File: config.mk
export PLATFORM = sky130hd
export DESIGN_NAME = adder_driver
export DESIGN_NICKNAME = d
export VERILOG_FILES = /design/src/rtl/adder_pkg.sv /design/src/rtl/adder_lfsr8.sv /design/src/rtl/adder_driver.sv
export SDC_FILE = /design/constraint.sdc
export NUM_CORES = 1
export LEC_CHECK = 0
export CAP_MARGIN = 20
export CORE_UTILIZATION = 35
export CTS_CLUSTER_DIAMETER = 30
export DETAILED_ROUTE_END_ITERATION = 8
export GPL_ROUTABILITY_DRIVEN = 0
export PLACE_DENSITY = 0.7
export SLEW_MARGIN = 5
export SYNTH_ARGS = -nofsm -noshare
export SYNTH_HDL_FRONTEND = slang
export SYNTH_SLANG_ARGS = --single-unit
File: constraint.sdc
create_clock -name clk -period 1.8 [get_ports clk]
set_input_delay 0.36 -clock clk [delete_from_list [all_inputs] [get_ports clk]]
set_output_delay 0.36 -clock clk [all_outputs]
set_load 0.02 [all_outputs]
File: src/rtl/adder_pkg.sv
// Shared widths, FSM state encoding and LFSR taps for the adder driver.
package adder_pkg;
  localparam int DATA_W = 4;
  localparam int RES_W = 7;
  // Fibonacci taps on bits 7, 5, 4 and 3
  localparam logic [7:0] LFSR_TAPS = 8'hB8;

  typedef enum logic [2:0] {
    IDLE,
    DRIVE,
    HOLD,
    CHECK,
    DONE
  } drv_state_t;

  function automatic logic [7:0] lfsr_next(input logic [7:0] v);
    return {v[6:0], ^(v & LFSR_TAPS)};
  endfunction
endpackage

File: src/rtl/adder_lfsr8.sv
// 8-bit Fibonacci LFSR shifting left. Load has priority over step.
module adder_lfsr8
  import adder_pkg::*;
#(
  parameter logic [7:0] INIT = 8'hA5
) (
  input  logic       clk,
  input  logic       reset,
  input  logic       load,
  input  logic [7:0] seed,
  input  logic       step,
  output logic [7:0] q
);

  always_ff @(posedge clk or negedge reset) begin
    if (!reset) begin
      q <= INIT;
    end else if (load) begin
      q <= seed;
    end else if (step) begin
      q <= lfsr_next(q);
    end
  end

endmodule

File: src/rtl/adder_driver.sv
// Drives pseudo-random operand pairs into an external adder and counts runs.
// Compare logic (expected register, err_cnt, pass) only with ADDER_DRV_SCOREBOARD_EN.
module adder_driver
  import adder_pkg::*;
#(
  parameter int         N_TXN = 16,
  parameter logic [7:0] SEED  = 8'hA5
) (
  input  logic              clk,
  input  logic              reset,
  input  logic              start,
  output logic [DATA_W-1:0] a,
  output logic [DATA_W-1:0] b,
  output logic              valid,
  input  logic [RES_W-1:0]  c,
  output logic              busy,
  output logic              done,
  output logic [7:0]        txn_cnt,
  output logic [7:0]        err_cnt,
  output logic              pass,
  output drv_state_t        dbg_state
);

  localparam logic [7:0] SEED_EFF = (SEED == 8'h00) ? 8'h01 : SEED;
  localparam logic [7:0] TXN_LAST = 8'(N_TXN - 1);

  drv_state_t state, state_nxt;
  logic       lfsr_load;
  logic       lfsr_step;
  logic [7:0] lfsr_q;

  // Handshake: valid is a one-cycle strobe in DRIVE with no ready. a/b stay
  // stable through HOLD and CHECK; the adder presents its sum on c by the
  // edge ending HOLD, and c is sampled at the edge ending CHECK.
  always_ff @(posedge clk or negedge reset) begin
    if (!reset) begin
      state <= IDLE;
    end else begin
      state <= state_nxt;
    end
  end

  always_comb begin
    state_nxt = state;
    lfsr_load = 1'b0;
    lfsr_step = 1'b0;
    unique case (state)
      IDLE, DONE: begin
        if (start) begin
          state_nxt = DRIVE;
          lfsr_load = 1'b1;
        end
      end
      DRIVE: state_nxt = HOLD;
      HOLD:  state_nxt = CHECK;
      CHECK: begin
        lfsr_step = 1'b1;
        state_nxt = (txn_cnt == TXN_LAST) ? DONE : DRIVE;
      end
      default: state_nxt = IDLE;
    endcase
  end

  adder_lfsr8 #(
    .INIT(SEED)
  ) u_lfsr (
    .clk  (clk),
    .reset(reset),
    .load (lfsr_load),
    .seed (SEED_EFF),
    .step (lfsr_step),
    .q    (lfsr_q)
  );

  assign dbg_state = state;
  assign busy      = (state == DRIVE) || (state == HOLD) || (state == CHECK);
  assign done      = (state == DONE);
  assign valid     = (state == DRIVE);
  assign a         = busy ? lfsr_q[DATA_W-1:0] : '0;
  assign b         = busy ? lfsr_q[2*DATA_W-1:DATA_W] : '0;

  always_ff @(posedge clk or negedge reset) begin
    if (!reset) begin
      txn_cnt <= '0;
    end else if (lfsr_load) begin
      txn_cnt <= '0;
    end else if (state == CHECK) begin
      txn_cnt <= txn_cnt + 8'd1;
    end
  end

`ifdef ADDER_DRV_SCOREBOARD_EN
  logic [RES_W-1:0] expected;

  always_ff @(posedge clk or negedge reset) begin
    if (!reset) begin
      expected <= '0;
      err_cnt  <= '0;
    end else begin
      if (state == DRIVE) begin
        expected <= {{(RES_W-DATA_W){1'b0}}, a} + {{(RES_W-DATA_W){1'b0}}, b};
      end
      if (lfsr_load) begin
        err_cnt <= '0;
      end else if ((state == CHECK) && (c != expected) && (err_cnt != 8'hFF)) begin
        err_cnt <= err_cnt + 8'd1;
      end
    end
  end

  assign pass = done && (err_cnt == 8'd0);
`else
  logic unused_c;
  assign unused_c = ^c;
  assign err_cnt  = '0;
  assign pass     = done;
`endif

endmodule

# Word-level counts from Yosys, hierarchy flattened
# Index checks and enable logic that the tools add are counted.
[classes]
eq_ne = 6
reduce_logical = 7
n_addsub = 1
n_mux = 12
[op_table]
columns = ["op", "count"]
rows = [
  ["$mux 8", 4],
  ["$pmux 3 s4", 1],
  ["$add 8x1->8 const B", 1],
  ["$eq 8x4->1 const B", 1],
  ["$mux 4", 2],
  ["$reduce_xor 8->1", 1],
  ["$eq 3x2->1 const B", 2],
  ["$mux 3", 2],
  ["$reduce_bool 2->1", 2],
  ["$eq 3x1->1 const B", 1],
  ["$eq 3x3->1 const B", 1],
  ["$logic_not 3->1", 1],
  ["$mux 1", 3],
  ["$logic_or 1x1->1", 2],
  ["$ne 2x2->1 const B", 1],
  ["$reduce_or 2->1", 1],
]
[totals]
reg_bits = 19
input_bits = 10
out_inout_bits = 31
word_cells = 29

# Longest topological paths before layout
# Gate-level depths: netlist of run 1.
[logic_depth]
word_depth = 4
depth_mapped = 5

# Hierarchy
# Synthesis of run 1 repeated with hierarchy kept, for this count alone.
[unflattened]
hier_cells = 117
hier_area_um2 = 1081.0
[by_module_without_submodules]
columns = ["mod", "n_inst", "area_each_um2", "cells_per_inst", "seq_area_each_um2"]
rows = [
  ["adder_driver", 1, 681.9, 79, 275.3],
  ["adder_lfsr8", 1, 399.1, 38, 205.2],
]

# Worst setup path before layout of run 1
# Ideal clock, no wire load.
[synth_path]
path_type = "flip-flop to output port"
from = "register state[1], in the netlist dbg_state[1]"
to = "output a[0]"
required_ns = 1.440
arrival_time_ns = 1.448
path_stages_with_launch = 5
path_slack_ns = -0.008
path_buffers = 1
path_cell_list = "dfrtp_1 -> buf_4 -> nor2_1 -> nor2_1 -> and2_1"
[synth_via]
elab_chain_cells = 4
elab_cells_between_ends = 6
cone_classes = "eq/ne (3); mux (1); reduce/logical (2)"
[synth_lines]
columns = ["item", "line", "rtl"]
rows = [
  ["start, declared", "adder_driver.sv:27", "drv_state_t state, state_nxt;"],
  ["start signal, assigned", "adder_driver.sv:39", "state <= state_nxt;"],
  ["$eq 3x1->1 or $eq 3x2->1 (tied branches)", "adder_driver.sv:76", "assign busy = (state == DRIVE) || (state == HOLD) || (state == CHECK);"],
  ["$logic_or 1x1->1", "adder_driver.sv:76", ""],
  ["$logic_or 1x1->1 *", "adder_driver.sv:76", ""],
  ["net busy", "adder_driver.sv:16", "output logic busy,"],
  ["$mux 4 *", "adder_driver.sv:79", "assign a = busy ? lfsr_q[DATA_W-1:0] : '0;"],
  ["end, declared", "adder_driver.sv:12", "output logic [DATA_W-1:0] a,"],
]
# Mark *: on every way through the listed nets, which the timed path passes. The rest lies on a longest branch.

# Worst setup path in the final report of run 1
[layout_path]
from = "register state[1], in the netlist dbg_state[1]"
to = "output done"
[layout_via]
elab_chain_cells = 1
[layout_lines]
columns = ["item", "line", "rtl"]
rows = [
  ["$eq 3x3->1", "adder_driver.sv:77", "assign done = (state == DONE);"],
  ["end, declared", "adder_driver.sv:17", "output logic done,"],
]
# No other way between the ends.

==> out/metrics.csv, run 1 <==
metric,value,unit
r2r-start,dbg_state[2],
hold_viol,0,
synth_top_area_cell,dfrtp_1,
synth_sequential_area_ratio,0.471,
hold_class,input port to asynchronous set/reset pin,
multi_input_area,480,um2
timing.final.crit_share,0.985,
pwr-share-comb,0.577,
ys_seq_elements,19,
ys_top_cells_by_area,"dfrtp_1 (37%), dfstp_2 (10%), buf_4 (8.1%), and2_1 (4.9%), a22o_1 (4.3%)",
antenna_cells,0,
drt_wl_total,2.26,mm
synth_cell_types,30,
finalClockSkew,0.00971,ns
vias_per_cell,5.33,
place_area,0.00129,mm2
synth_top_area_frac,0.368,
crit_chain,nor2_4 -> nand2_1 -> inv_1 -> dlygate4sd2_1,
layout-drive-gt1-share,0.221,
netSwitchingPower,0.00107,W
period_needed,1.77,ns
path_buf_inv,2,
hpwl,1.53,mm
dr.pass1.iters,4,
drv_slew,0,
sw_frac_of_total,0.451,
gr-total-overflow,0,
initial_core_util,0.370,
clock_latency,0.30,ns
dieArea,0.00313,mm2
ys_warn_count,0,
clkTransAtPathRegs,0.11,ns
drc,0,
final-seq-area,482,um2
crit_fanout,3,
cts_root_buffer,clkbuf_4,
rows,19,
syn_area,0.00102,mm2
syn_to_final_growth,27.2,%
ctsHtreeMaxLevel,1,
antenna_found_initial,0,
cts_tree,built,
r2r-end,txn_cnt[7],
drt_iter0_markers,22,
synth_edf_count,0,
cp_top_family,flip-flops,
regToRegSetupSlack,0.19,ns
yosysMostFrequentCell,dfrtp_1,
ys_async_sr_fraction,1.00,
place.port_buffers,25,
status,finished clean,
p_per_area,1830,mW/mm2
dp.cells,156,
drt.antenna.violating_nets,0,
slowest_stage,dfrtp_1,
postSynthCellCount,100,
tns,0,ns
routedWlPerCell,14.0,um
hold_ws,0.375,ns
crit_arrival,1.41,ns
layout.nets,143,
max-vdd-ir-drop,1.01,mV
p_int,0.00130,W
fmax,564,MHz
power,0.00237,W
die_w,56.0,um
endpoint_kind,output port,
coreArea,0.00276,mm2
synth_common_cells,"dfrtp_1 (15), buf_4 (11), and2_1 (8)",
critPathLaunchType,flop,
avgSynthCellArea,10.2,um2
num_vias,864,
clkPwrFrac,0.090,
fp.dieH,56.0,um
rsz0062_at_grt,true,
io_pins,41,
cp_data_required_time,1.44,ns
grt_pass1_wl,3.87,mm
max_stage_delay,0.43,ns
stdcell_count,162,
synth-main-ff-cell,dfrtp_1,
grt_max_degree,20,
clk_path_buf_depth,2,
drv_cap,0,
seqPwrFrac,0.333,
fin_area,0.00130,mm2
grt_pass1_vias,837,
cts_inserted_buffers,3,
setup_violations,0,
leakagePower,0.619,nW
rr_worst_depth,4,
grt_use_total,0.161,
criticalPathCategory,flop to output port,
cts_sinks,19,
fill_cells,278,
-- worst max path at each step --
stage,start,slack [ns],cells past startpoint,end
after CTS,dbg_state[0],0.01,4,a[0]
final,dbg_state[1],0.03,4,done
after detailed placement,dbg_state[0],-0.02,4,a[0]
after global routing,dbg_state[1],-0.04,4,done
after global placement,dbg_state[0],0.008,4,b[2]
after floorplan,dbg_state[1],0.16,4,a[0]
-- repair_timing --
action	in CTS	in global routing
endpoints found under the hold margin	0	0
resized for setup	35	13
hold buffers	0	0
cloned	1	0
pin swaps	1	0
endpoints found under the setup margin	15	13
setup buffers	1	0
-- metal layers --
layer / vias up / part of all wire / global-route usage
li1: 401 / - / -
met1: 428 / 0.44 / 0.210
met2: 29 / 0.48 / 0.259
met3: 6 / 0.053 / 0.0442
met4: 0 / 0.018 / 0.0523
met5: - / 0 / 0
-- cell usage in the layout, fill, tap and decap left out, types with 3 or more instances in the layout --
| cell type | n |
|---|---|
| inv_1 | 4 |
| dfstp_2 | 4 |
| or4_1 | 3 |
| conb_1 | 8 |
| buf_2 | 7 |
| buf_4 | 7 |
| a21oi_1 | 5 |
| a22o_1 | 5 |
| or3_1 | 3 |
| o21ai_0 | 4 |
| nand2_1 | 6 |
| o22a_1 | 3 |
| and2_1 | 8 |
| dlygate4sd2_1 | 6 |
| nand3_1 | 4 |
| clkbuf_4 | 3 |
| xnor2_1 | 4 |
| dfrtp_1 | 14 |
| clkdlybuf4s50_1 | 8 |
-- sequential cells by signal, summed over array words and instances, names as in the netlist --
register and count:
dbg_state 3, txn_cnt 8, u_lfsr.q 8
-- per-stage QoR --
stage                     setup slack, ns   util
after detailed placement          -0.0160  0.468
after floorplan                     0.160      -
after global routing              -0.0395  0.471
after CTS                          0.0147  0.486
final                              0.0269  0.471
after global placement            0.00770  0.468
-- power by group through the flow --
| stage | Combinational, W | Clock, W | Sequential, W |
|---|---|---|---|
| global route | 0.00148 | 0.000242 | 0.000822 |
| detailed placement | 0.00146 | 0 | 0.000781 |
| finish | 0.00137 | 0.000214 | 0.000789 |
| floorplan | 0.000856 | 0 | 0.000824 |
| global placement | 0.00143 | 0 | 0.000775 |
| CTS | 0.00145 | 0.000223 | 0.000786 |
-- area by class of cell --
class	count	area share
Multi-Input combinational cell	72	0.370
Timing Repair Buffer	32	0.197
Inverter	4	0.0116
Tap cell	31	0.0299
Clock buffer	4	0.0203
Sequential cell	19	0.371
-- logic make-up (layout without fill, tap and decap cells) --
| family | count (synthesis) | count (layout) | synth area share |
|---|---|---|---|
| other | 1 | 8 | 0.00368 |
| AOI/OAI and AO/OA | 22 | 22 | 0.153 |
| buffers and inverters | 17 | 40 | 0.104 |
| DFF | 19 | 19 | 0.471 |
| and+or+nand+nor | 35 | 36 | 0.211 |
| muxes | 1 | 1 | 0.00982 |
| xor gates and xnor gates | 4 | 4 | 0.0344 |
| adders and majority gates | 1 | 1 | 0.0123 |
-- worst reg2reg max path: cells and delay by family, from the launching register on --
family,cells,cell delay (ns)
compound gates,1,0.16
buf+inv,1,0.17
flops,1,0.46
simple gates,2,0.76
Power figures use the tool's default switching activity.
==> inputs of run 2 (changes only) <==
--- a/config.mk
+++ b/config.mk
@@ -9,7 +9,7 @@
 export CORE_UTILIZATION = 35
 export CTS_CLUSTER_DIAMETER = 30
 export DETAILED_ROUTE_END_ITERATION = 8
-export GPL_ROUTABILITY_DRIVEN = 0
+export GPL_ROUTABILITY_DRIVEN = 1
 export PLACE_DENSITY = 0.7
 export SLEW_MARGIN = 5
 export SYNTH_ARGS = -nofsm -noshare
==> results of run 2 <==
Same layout as run 1: the final DEF is identical, and so are final timing and power.
==> inputs of run 3 (changes only) <==
--- a/config.mk
+++ b/config.mk
@@ -10,7 +10,7 @@
 export CTS_CLUSTER_DIAMETER = 30
 export DETAILED_ROUTE_END_ITERATION = 8
 export GPL_ROUTABILITY_DRIVEN = 1
-export PLACE_DENSITY = 0.7
+export PLACE_DENSITY = 0.67
 export SLEW_MARGIN = 5
 export SYNTH_ARGS = -nofsm -noshare
 export SYNTH_HDL_FRONTEND = slang
==> out/metrics.csv, run 3 (synthesized netlist as in run 1, its figures left out) <==
metric,value,unit
dr.pass1.iters,6,
antenna_cells,0,
cts_inserted_buffers,3,
slowest_stage,dfrtp_1,
clk_path_buf_depth,2,
hold_ws,0.381,ns
regToRegSetupSlack,0.17,ns
rsz0062_at_grt,true,
leakagePower,0.655,nW
mostFrequentLayoutCells,"dfrtp_1 (15), and2_1 (8), conb_1 (8), clkbuf_2 (7), nand2_1 (6)",
antenna_found_initial,0,
layout_commonest_cell,dfrtp_1,
drt_wl_total,2.22,mm
drt_iter0_markers,6,
period_needed,1.74,ns
grt_pass1_vias,812,
num_vias,830,
layout-drive-gt1-share,0.209,
fp.dieH,56.0,um
cp_top_family,flip-flops,
initial_core_util,0.370,
clock_latency,0.30,ns
use_met2,0.245,
criticalPathCategory,flop to output port,
place.port_buffers,25,
fill_cells,280,
multi_input_area,475,um2
gr-usage-met3,0.0233,
gp_congestion,0.718,
top_usage_layer,met2,
cts_sinks,19,
hold_class,input port to asynchronous set/reset pin,
crit_arrival,1.38,ns
ctsHtreeMaxLevel,1,
rows,19,
syn_to_final_growth,26.9,%
grt_pass1_wl,3.74,mm
coreArea,0.00276,mm2
final-seq-area,480,um2
gr-total-overflow,0,
grt_max_degree,20,
drv_slew,0,
max_stage_delay,0.43,ns
dp.cells,155,
drc,0,
hpwl,1.55,mm
tns,0,ns
drv_cap,0,
grtUsageMet1,0.206,
crit_chain,nor2_4 -> nor2_2 -> and2_1 -> clkdlybuf4s15_2,
fmax,575,MHz
routedWlPerCell,13.9,um
vias_per_cell,5.19,
io_pins,41,
drt.antenna.violating_nets,0,
status,finished clean,
critPathLaunchType,flop,
layout.nets,141,
grt_use_total,0.152,
power,0.00232,W
cp_data_required_time,1.44,ns
endpoint_kind,output port,
clkTransAtPathRegs,0.12,ns
path_buf_inv,1,
die_w,56.0,um
dieArea,0.00313,mm2
crit_fanout,5,
timing.final.crit_share,0.966,
p_per_area,1800,mW/mm2
post_cts.repair.setup_buffers,0,
setup_violations,0,
stdcell_count,160,
hold_viol,0,
cts_root_buffer,clkbuf_4,
finalClockSkew,0.00424,ns
max-vdd-ir-drop,1.09,mV
cts_tree,built,
[run 3: changes by cell type in the layout (fill, tap and decap cells not counted), moves of 2 or more]
cell	previous run	this run
clkdlybuf4s50_1	8	5
dlymetal6s2s_1	2	5
clkdlybuf4s15_1	0	2
buf_2	7	1
clkbuf_2	2	7
dlygate4sd2_1	6	4
buf_4	7	5
[run 3: area by class of cell]
type / instances / area share
Timing Repair Buffer: 30 / 0.198
Sequential cell: 19 / 0.371
Multi-Input combinational cell: 72 / 0.368
Clock buffer: 3 / 0.0174
Inverter: 4 / 0.0116
Tap cell: 31 / 0.0300
Clock inverter: 1 / 0.00387
[run 3: path summary, 6_finish.rpt]
path	start	depth (start not counted)	to
min in group clk	u_lfsr.q[0]	1	u_lfsr.q[0]
min reg2reg	u_lfsr.q[0]	1	u_lfsr.q[0]
min	reset	2	txn_cnt[6]
max in group asynchronous	reset	2	u_lfsr.q[7]
max	dbg_state[1]	4	a[0]
max reg2reg	dbg_state[2]	4	txn_cnt[7]
[run 3: what timing repair did]
item,in CTS,in global routing
resized for setup,30,15
pin swaps,1,0
hold buffers,0,0
endpoints found under the hold margin,0,0
setup endpoints to repair,14,16
gates cloned,1,0
[run 3: stage by stage]
step | worst slack, ns | area, um2 | utilization
floorplan | 0.160 | 1050 | -
global placement | 0.0456 | 1280 | 0.466
detailed placement | 0.0171 | 1280 | 0.466
CTS | 0.00719 | 1320 | 0.479
global route | -0.0299 | 1290 | 0.469
finish | 0.0611 | 1290 | 0.469
[run 3: power by group]
| part | internal (W) | switching, W | leakage [nW] |
|---|---|---|---|
| registers | 0.000619 | 0.000167 | 0.237 |
| clock network | 0.0000828 | 0.000140 | 0.0177 |
| logic | 0.000567 | 0.000749 | 0.400 |
| total | 0.00127 | 0.00106 | 0.655 |
[run 3: layer usage]
metal / share of wire / vias up / wire length [um]
met5: 0 / - / 0
met2: 0.47 / 22 / 1050
met4: 0 / 0 / 0
met1: 0.48 / 410 / 1070
met3: 0.047 / 0 / 104
li1: - / 398 / -
